**config.mk**
```make
export PLATFORM = sky130hd
export DESIGN_NAME = reg_read_resp
export DESIGN_NICKNAME = d
export VERILOG_FILES = /design/src/rtl/reg_read_resp_pkg.sv /design/src/rtl/reg_read_resp_bank.sv /design/src/rtl/reg_read_resp.sv
export SDC_FILE = /design/constraint.sdc
export NUM_CORES = 1
export LEC_CHECK = 0
export BUFFER_PORTS_ARGS = -buffer_cell sky130_fd_sc_hd__buf_2
export CAP_MARGIN = 20
export CORE_AREA = 5 5 65 73
export CTS_BUF_LIST = sky130_fd_sc_hd__clkbuf_16
export DETAILED_ROUTE_END_ITERATION = 10
export DIE_AREA = 0 0 70 78
export PLACE_DENSITY_LB_ADDON = 0.25
export SLEW_MARGIN = 5
export SYNTH_ARGS = -nofsm -noshare
export SYNTH_HDL_FRONTEND = slang
export SYNTH_SLANG_ARGS = --single-unit
```
**constraint.sdc**
```tcl
create_clock -name clk -period 1.45 [get_ports clk]
set_clock_uncertainty 0.15 [all_clocks]
set_input_delay 0.0725 -clock clk [delete_from_list [all_inputs] [get_ports clk]]
set_output_delay 0.0725 -clock clk [all_outputs]
set_load 0.01 [all_outputs]
```
**src/rtl/reg_read_resp_pkg.sv**
```systemverilog
// ---------------------------------------------------------------------------
// reg_read_resp_pkg
//
// Shared definitions for the register read/response block:
//   - default geometry (data width, register count, address width)
//   - response counter width and type
//   - FSM state encoding used by reg_read_resp
// ---------------------------------------------------------------------------
package reg_read_resp_pkg;

  // Default geometry of the register bank.
  localparam int DATA_W_DEF = 8;
  localparam int DEPTH_DEF  = 4;
  localparam int ADDR_W_DEF = $clog2(DEPTH_DEF);

  // Completed-response counter; wraps naturally at 2**CNT_W.
  localparam int CNT_W = 8;
  typedef logic [CNT_W-1:0] count_t;

  // FSM state encoding. Kept as plain constants so the encoding is fixed
  // and visible to anything that probes the state register.
  localparam logic [0:0] ST_IDLE = 1'b0;
  localparam logic [0:0] ST_RESP = 1'b1;

  // True when n is a non-zero power of two (geometry sanity helper).
  function automatic bit is_pow2(input int n);
    return (n > 0) && ((n & (n - 1)) == 0);
  endfunction

endpackage : reg_read_resp_pkg

```
**src/rtl/reg_read_resp_bank.sv**
```systemverilog
// ---------------------------------------------------------------------------
// reg_bank
//
// DEPTH x DATA_W register storage with one synchronous write port and one
// combinational read port. The read port bypasses a same-cycle write to the
// same index, so the read value equals the register contents as they will be
// after the coming rising edge.
//
// Ports
//   clk      in   clock, rising edge
//   rst      in   synchronous active-high reset, clears every register
//   wr_en    in   write strobe
//   wr_addr  in   write register index
//   wr_data  in   write value
//   rd_addr  in   read register index
//   rd_data  out  combinational read value (with write bypass)
// ---------------------------------------------------------------------------
module reg_bank
  import reg_read_resp_pkg::*;
#(
  parameter int DATA_W = DATA_W_DEF,
  parameter int DEPTH  = DEPTH_DEF,
  parameter int ADDR_W = ADDR_W_DEF
) (
  input  logic              clk,
  input  logic              rst,
  input  logic              wr_en,
  input  logic [ADDR_W-1:0] wr_addr,
  input  logic [DATA_W-1:0] wr_data,
  input  logic [ADDR_W-1:0] rd_addr,
  output logic [DATA_W-1:0] rd_data
);

  // Flattened view of all registers for the read mux.
  logic [DATA_W-1:0] regs_w [DEPTH];

  // The bank needs a reset to zero, so each entry is a plain flop register
  // rather than an inferred RAM.
  genvar gi;
  generate
    for (gi = 0; gi < DEPTH; gi++) begin : g_reg
      logic [DATA_W-1:0] reg_q;
      logic              hit;

      assign hit = wr_en && (wr_addr == ADDR_W'(gi));

      always_ff @(posedge clk) begin
        if (rst) begin
          reg_q <= '0;
        end else if (hit) begin
          reg_q <= wr_data;
        end
      end

      assign regs_w[gi] = reg_q;
    end
  endgenerate

  // Write bypass: a read of the index being written this cycle returns the
  // new value, matching what the register will hold after the edge.
  always_comb begin
    rd_data = regs_w[rd_addr];
    if (wr_en && (wr_addr == rd_addr)) begin
      rd_data = wr_data;
    end
  end

endmodule : reg_bank

```
**src/rtl/reg_read_resp.sv**
```systemverilog
// ---------------------------------------------------------------------------
// reg_read_resp
//
// Register bank with a single-outstanding read request/response channel.
// A request is granted combinationally when no response is pending, or when
// the pending response is being accepted in the same cycle (back-to-back
// reads, one response per cycle). The response is a snapshot taken at the
// grant edge and stays stable while the consumer stalls.
//
// Ports
//   clk       in   clock, rising edge
//   rst       in   synchronous active-high reset
//   wr_en     in   write strobe
//   wr_addr   in   write register index
//   wr_data   in   write value
//   rd_req    in   read request valid
//   rd_addr   in   read register index, valid with rd_req
//   rd_gnt    out  request accepted this cycle (combinational)
//   rd_valid  out  response data valid
//   rd_ready  in   consumer accepts the response
//   rd_data   out  response value
//   rd_count  out  completed responses, modulo 256
//
// ADDR_W must equal log2(DEPTH) and DEPTH must be a power of two >= 2.
// ---------------------------------------------------------------------------
module reg_read_resp
  import reg_read_resp_pkg::*;
#(
  parameter int DATA_W = DATA_W_DEF,
  parameter int DEPTH  = DEPTH_DEF,
  parameter int ADDR_W = ADDR_W_DEF
) (
  input  logic              clk,
  input  logic              rst,
  input  logic              wr_en,
  input  logic [ADDR_W-1:0] wr_addr,
  input  logic [DATA_W-1:0] wr_data,
  input  logic              rd_req,
  input  logic [ADDR_W-1:0] rd_addr,
  output logic              rd_gnt,
  output logic              rd_valid,
  input  logic              rd_ready,
  output logic [DATA_W-1:0] rd_data,
  output logic [CNT_W-1:0]  rd_count
);

  logic [0:0]        state_q, state_d;
  logic [DATA_W-1:0] data_q, data_d;
  count_t            count_q, count_d;

  logic [DATA_W-1:0] bank_rd_data;
  logic              complete;

  // Storage with write bypass on the read port.
  reg_bank #(
    .DATA_W (DATA_W),
    .DEPTH  (DEPTH),
    .ADDR_W (ADDR_W)
  ) u_bank (
    .clk     (clk),
    .rst     (rst),
    .wr_en   (wr_en),
    .wr_addr (wr_addr),
    .wr_data (wr_data),
    .rd_addr (rd_addr),
    .rd_data (bank_rd_data)
  );

  // A response is outstanding exactly while in RESP.
  assign rd_valid = (state_q == ST_RESP);
  assign complete = rd_valid && rd_ready;

  // Grant when the channel is free now or frees up at this edge. Reset
  // masks the grant so nothing is accepted while the block is clearing.
  assign rd_gnt = !rst && rd_req && ((state_q == ST_IDLE) || complete);

  always_comb begin
    state_d = state_q;
    data_d  = data_q;
    count_d = count_q;

    if (complete) begin
      count_d = count_q + count_t'(1);
    end

    if (rd_gnt) begin
      // Snapshot the (bypassed) register value; it is held until the
      // consumer accepts it, regardless of later writes.
      state_d = ST_RESP;
      data_d  = bank_rd_data;
    end else if (complete) begin
      state_d = ST_IDLE;
    end
  end

  always_ff @(posedge clk) begin
    if (rst) begin
      state_q <= ST_IDLE;
      data_q  <= '0;
      count_q <= '0;
    end else begin
      state_q <= state_d;
      data_q  <= data_d;
      count_q <= count_d;
    end
  end

  assign rd_data  = data_q;
  assign rd_count = count_q;

endmodule : reg_read_resp

```
==> out/results.tsv <==
stage	metric	value	unit
run_status	status	finished, final reports clean	
synthesis	Synth Warn #	0	
timing	period utilization	94.5	%
critical_path	worst reg2reg path endpoint	rd_count[6]$_SDFFE_PP0P_	
clocking	number of CTS-inserted buffers	5	
pwr	P_leak	1.27	nW
synthesis	syn avg cell area	10.5	um2
place	DP HPWL	3000	um
critical_path	Crit Reg-Reg Startpoint	rd_count[0]$_SDFFE_PP0P_	
synthesis	net count after synthesis	219	
synthesis	Post-Syn Area	2110	um2
pwr	power per standard cell area	1120	nW/um2
floorplan	Die W	70	um
detailed_routing	drt pass-1 iters	4	
critical_path	critical path arrival	1.15	ns
timing	final hold violation count	0	
global_route	largest net degree at the start of global routing	35	
floorplan	Die Y	78	um
critical_path	Max FO, Critical Path	6	
detailed_routing	DR vias	1634	
detailed_routing	DRC Markers	0	
cells_and_area	Final Core Density	69.2	%
detailed_routing	first-iteration detailed-routing DRC count	89	
pwr	Peak VDD IR	0.000589	V
global_route	vias in the first global route	1675	
hold_path	Hold Path Origin	rd_ready	
clocking	root buf cell	clkbuf_16	
cells_and_area	commonest non-fill, non-tap cell in the layout	dfxtp_1	
floorplan	I/O pin count	35	
cells_and_area	Layout fillers	318	
run	total of max-cap violations	0	
pwr	final total power	3.03	mW
critical_path	crit-path max cell delay	0.32	ns
critical_path	reg2reg path depth	4	
hold_path	Min-Delay Path Class	primary input to flop	
floorplan	core area	3900	um2
clocking	TritonCTS clock tree	done	
synthesis	register bit total from synthesis	49	
timing	f_max	0.730	GHz
hold_path	Hold Crit Depth	3	
detailed_routing	vias per cell	5.25	
floorplan	die footprint	5460	um2
cells_and_area	Ant. Diodes	0	
detailed_routing	Avg WL per Cell	14.9	um
critical_path	critical path endpoint category	output pin	
critical_path	internal reg-to-reg setup slack	0.11	ns
timing	Final setup viols	0	
timing	Min Clock Period, post-route	1.37	ns
synthesis	Synth area leaders	dfxtp_1 47%, mux2i_1 19%, mux4_1 7.5%, nor2_1 6.8%, mux4_2 2.1%	
critical_path	CP Class	flop to output pin	
timing	worst-margin pin slew	0.369	ns
clocking	Worst-Skew Late Latency	0.29	ns
clocking	H-Tree Depth	2	
synthesis	post-synth top area cell	dfxtp_1	
global_route	initial antenna violation count	0	
place	I/O Buffers	34	
cells_and_area	nets	276	
timing	Pins Over Slew Limit	0	
timing	worst hold margin	0.0212	ns
cells_and_area	share of cells above drive strength 1	25.1	%
cells_and_area	synthesis-to-layout area growth	28.3	%
cells_and_area	commonest non-fill, non-tap cells in the layout	46 x dfxtp_1, 40 x mux2i_1, 38 x nor2_1, 34 x buf_2, 14 x buf_4	
critical_path	Worst setup SP type	flop	
clocking	# clock sinks	49	
synthesis	post-synthesis sequential area ratio	46.6	%
place	GP Congestion	0.739	
floorplan	num rows	24	
timing	slew margin rel.	75.4	%
clocking	CTS clk-pin slew, worst paths	0.06	ns
detailed_routing	Routed Wire Length	4620	um
global_route	first-pass GRT wire length	8000	um
synthesis	Syn Inst Count	201	
critical_path	Data required, critical path	1.23	ns
global_route	Total GRT Usage	18.6	%
detailed_routing	final antenna-violating net count	0	
critical_path	worst path cell trace	buf_6, nand2b_4, nand3b_1, inv_1, buf_2	
hold_path	hold endpoint	rd_valid$_SDFFE_PP0P_	
floorplan	Initial Util	53.9	%
synthesis	share of the synthesized area in the top cell type	46.6	%
timing	Setup TNS Final	0	ns
clocking	CTS Buffer Depth	2	
critical_path	Critical-path top delay cell	dfxtp_2	
synthesis	Synth cell types	26	
global_route	grt ovf	0	
cells by family after synthesis:
family	Yosys count	synth area share, %
flops	49	46.6
simple gates	66	13.8
buf+inv	15	3.92
xor+xnor	7	2.91
fa+ha+maj	1	0.594
compound gates	15	3.56
mux	48	28.6
timing repair:
| item | in CTS | in global routing |
|---|---|---|
| buffers inserted | 1 | 0 |
| pin swaps | 0 | 0 |
| gates resized for setup | 2 | 4 |
| hold buffers | 11 | 0 |
| hold endpoints to repair | 43 | 0 |
| setup endpoints to repair | 1 | 2 |
stage by stage:
stage / worst slack [ns] / instances / cell area [um2]
global route: -0.0000272 / 311 / 2700
finish: 0.0800 / 311 / 2700
global placement: 0.0625 / 292 / 2410
detailed placement: 0.0154 / 292 / 2410
floorplan: 0.0921 / 201 / 2110
CTS: 0.0281 / 312 / 2710
layout make-up:
class	count	area, um2	share of cell area [%]
clock inverter	3	46.3	1.71
inverter	4	15.0	0.556
timing repair buffer	61	417	15.4
sequential	49	985	36.4
clock buffer	5	125	4.63
tap	52	65.1	2.41
multi-input combinational	137	1050	38.8
registers in the layout, summed over array words and instances, names as in the netlist:
signal          count
rd_data             8
u_bank.g.reg_q     32
rd_count            8
rd_valid            1
worst max-delay path by stage:
stage	from	end	slack [ns]	cells past startpoint
after floorplan	rd_count[0]$_SDFFE_PP0P_	rd_count[6]$_SDFFE_PP0P_	0.09	4
final	rd_valid$_SDFFE_PP0P_	rd_gnt	0.08	5
after CTS	rd_valid$_SDFFE_PP0P_	rd_gnt	0.03	6
after global routing	rd_count[0]$_SDFFE_PP0P_	rd_count[6]$_SDFFE_PP0P_	-0.00003	4
after detailed placement	rd_addr[0]	rd_data[5]$_SDFFE_PP0P_	0.02	6
after global placement	rd_addr[0]	rd_data[2]$_SDFFE_PP0P_	0.06	4
worst max-delay path, delay by kind of cell, from the launching register on:
kind / cells / cell delay, ns
buffers and inverters: 3 / 0.33
flip-flops: 1 / 0.32
AND/OR/NAND/NOR: 2 / 0.22
cells in the mapped netlist:
library cell,number
nand2_1,12
o21ai_1,8
nand3_1,4
nor2_1,38
o21ai_0,2
or3_1,2
xnor2_1,5
nand2b_1,1
nor3b_1,1
buf_6,3
xor2_1,2
nand3b_1,3
and3_1,1
mux4_2,2
mux4_1,6
mux2i_1,40
clkbuf_1,5
nand3_2,1
a21oi_1,5
nor4_1,1
nor3_1,1
ha_1,1
inv_1,4
nand4_1,1
buf_2,3
dfxtp_1,49
per-layer routing:
metal  track usage [%]  wire, um  share of wire [%]  up-vias
li1                  -         -                  -      808
met1              22.0      1940                 42      768
met2              32.1      2330                 50       48
met3              5.17       293                6.3       10
met4              6.90        57                1.2        0
met5                 0         0                  0        -
power breakdown:
group	internal, mW	leakage [nW]	switching (mW)
registers	1.39	0.399	0.0217
logic	0.154	0.791	0.154
clock network	0.816	0.0800	0.496
total	2.36	1.27	0.673
Power figures use the tool's default switching activity.
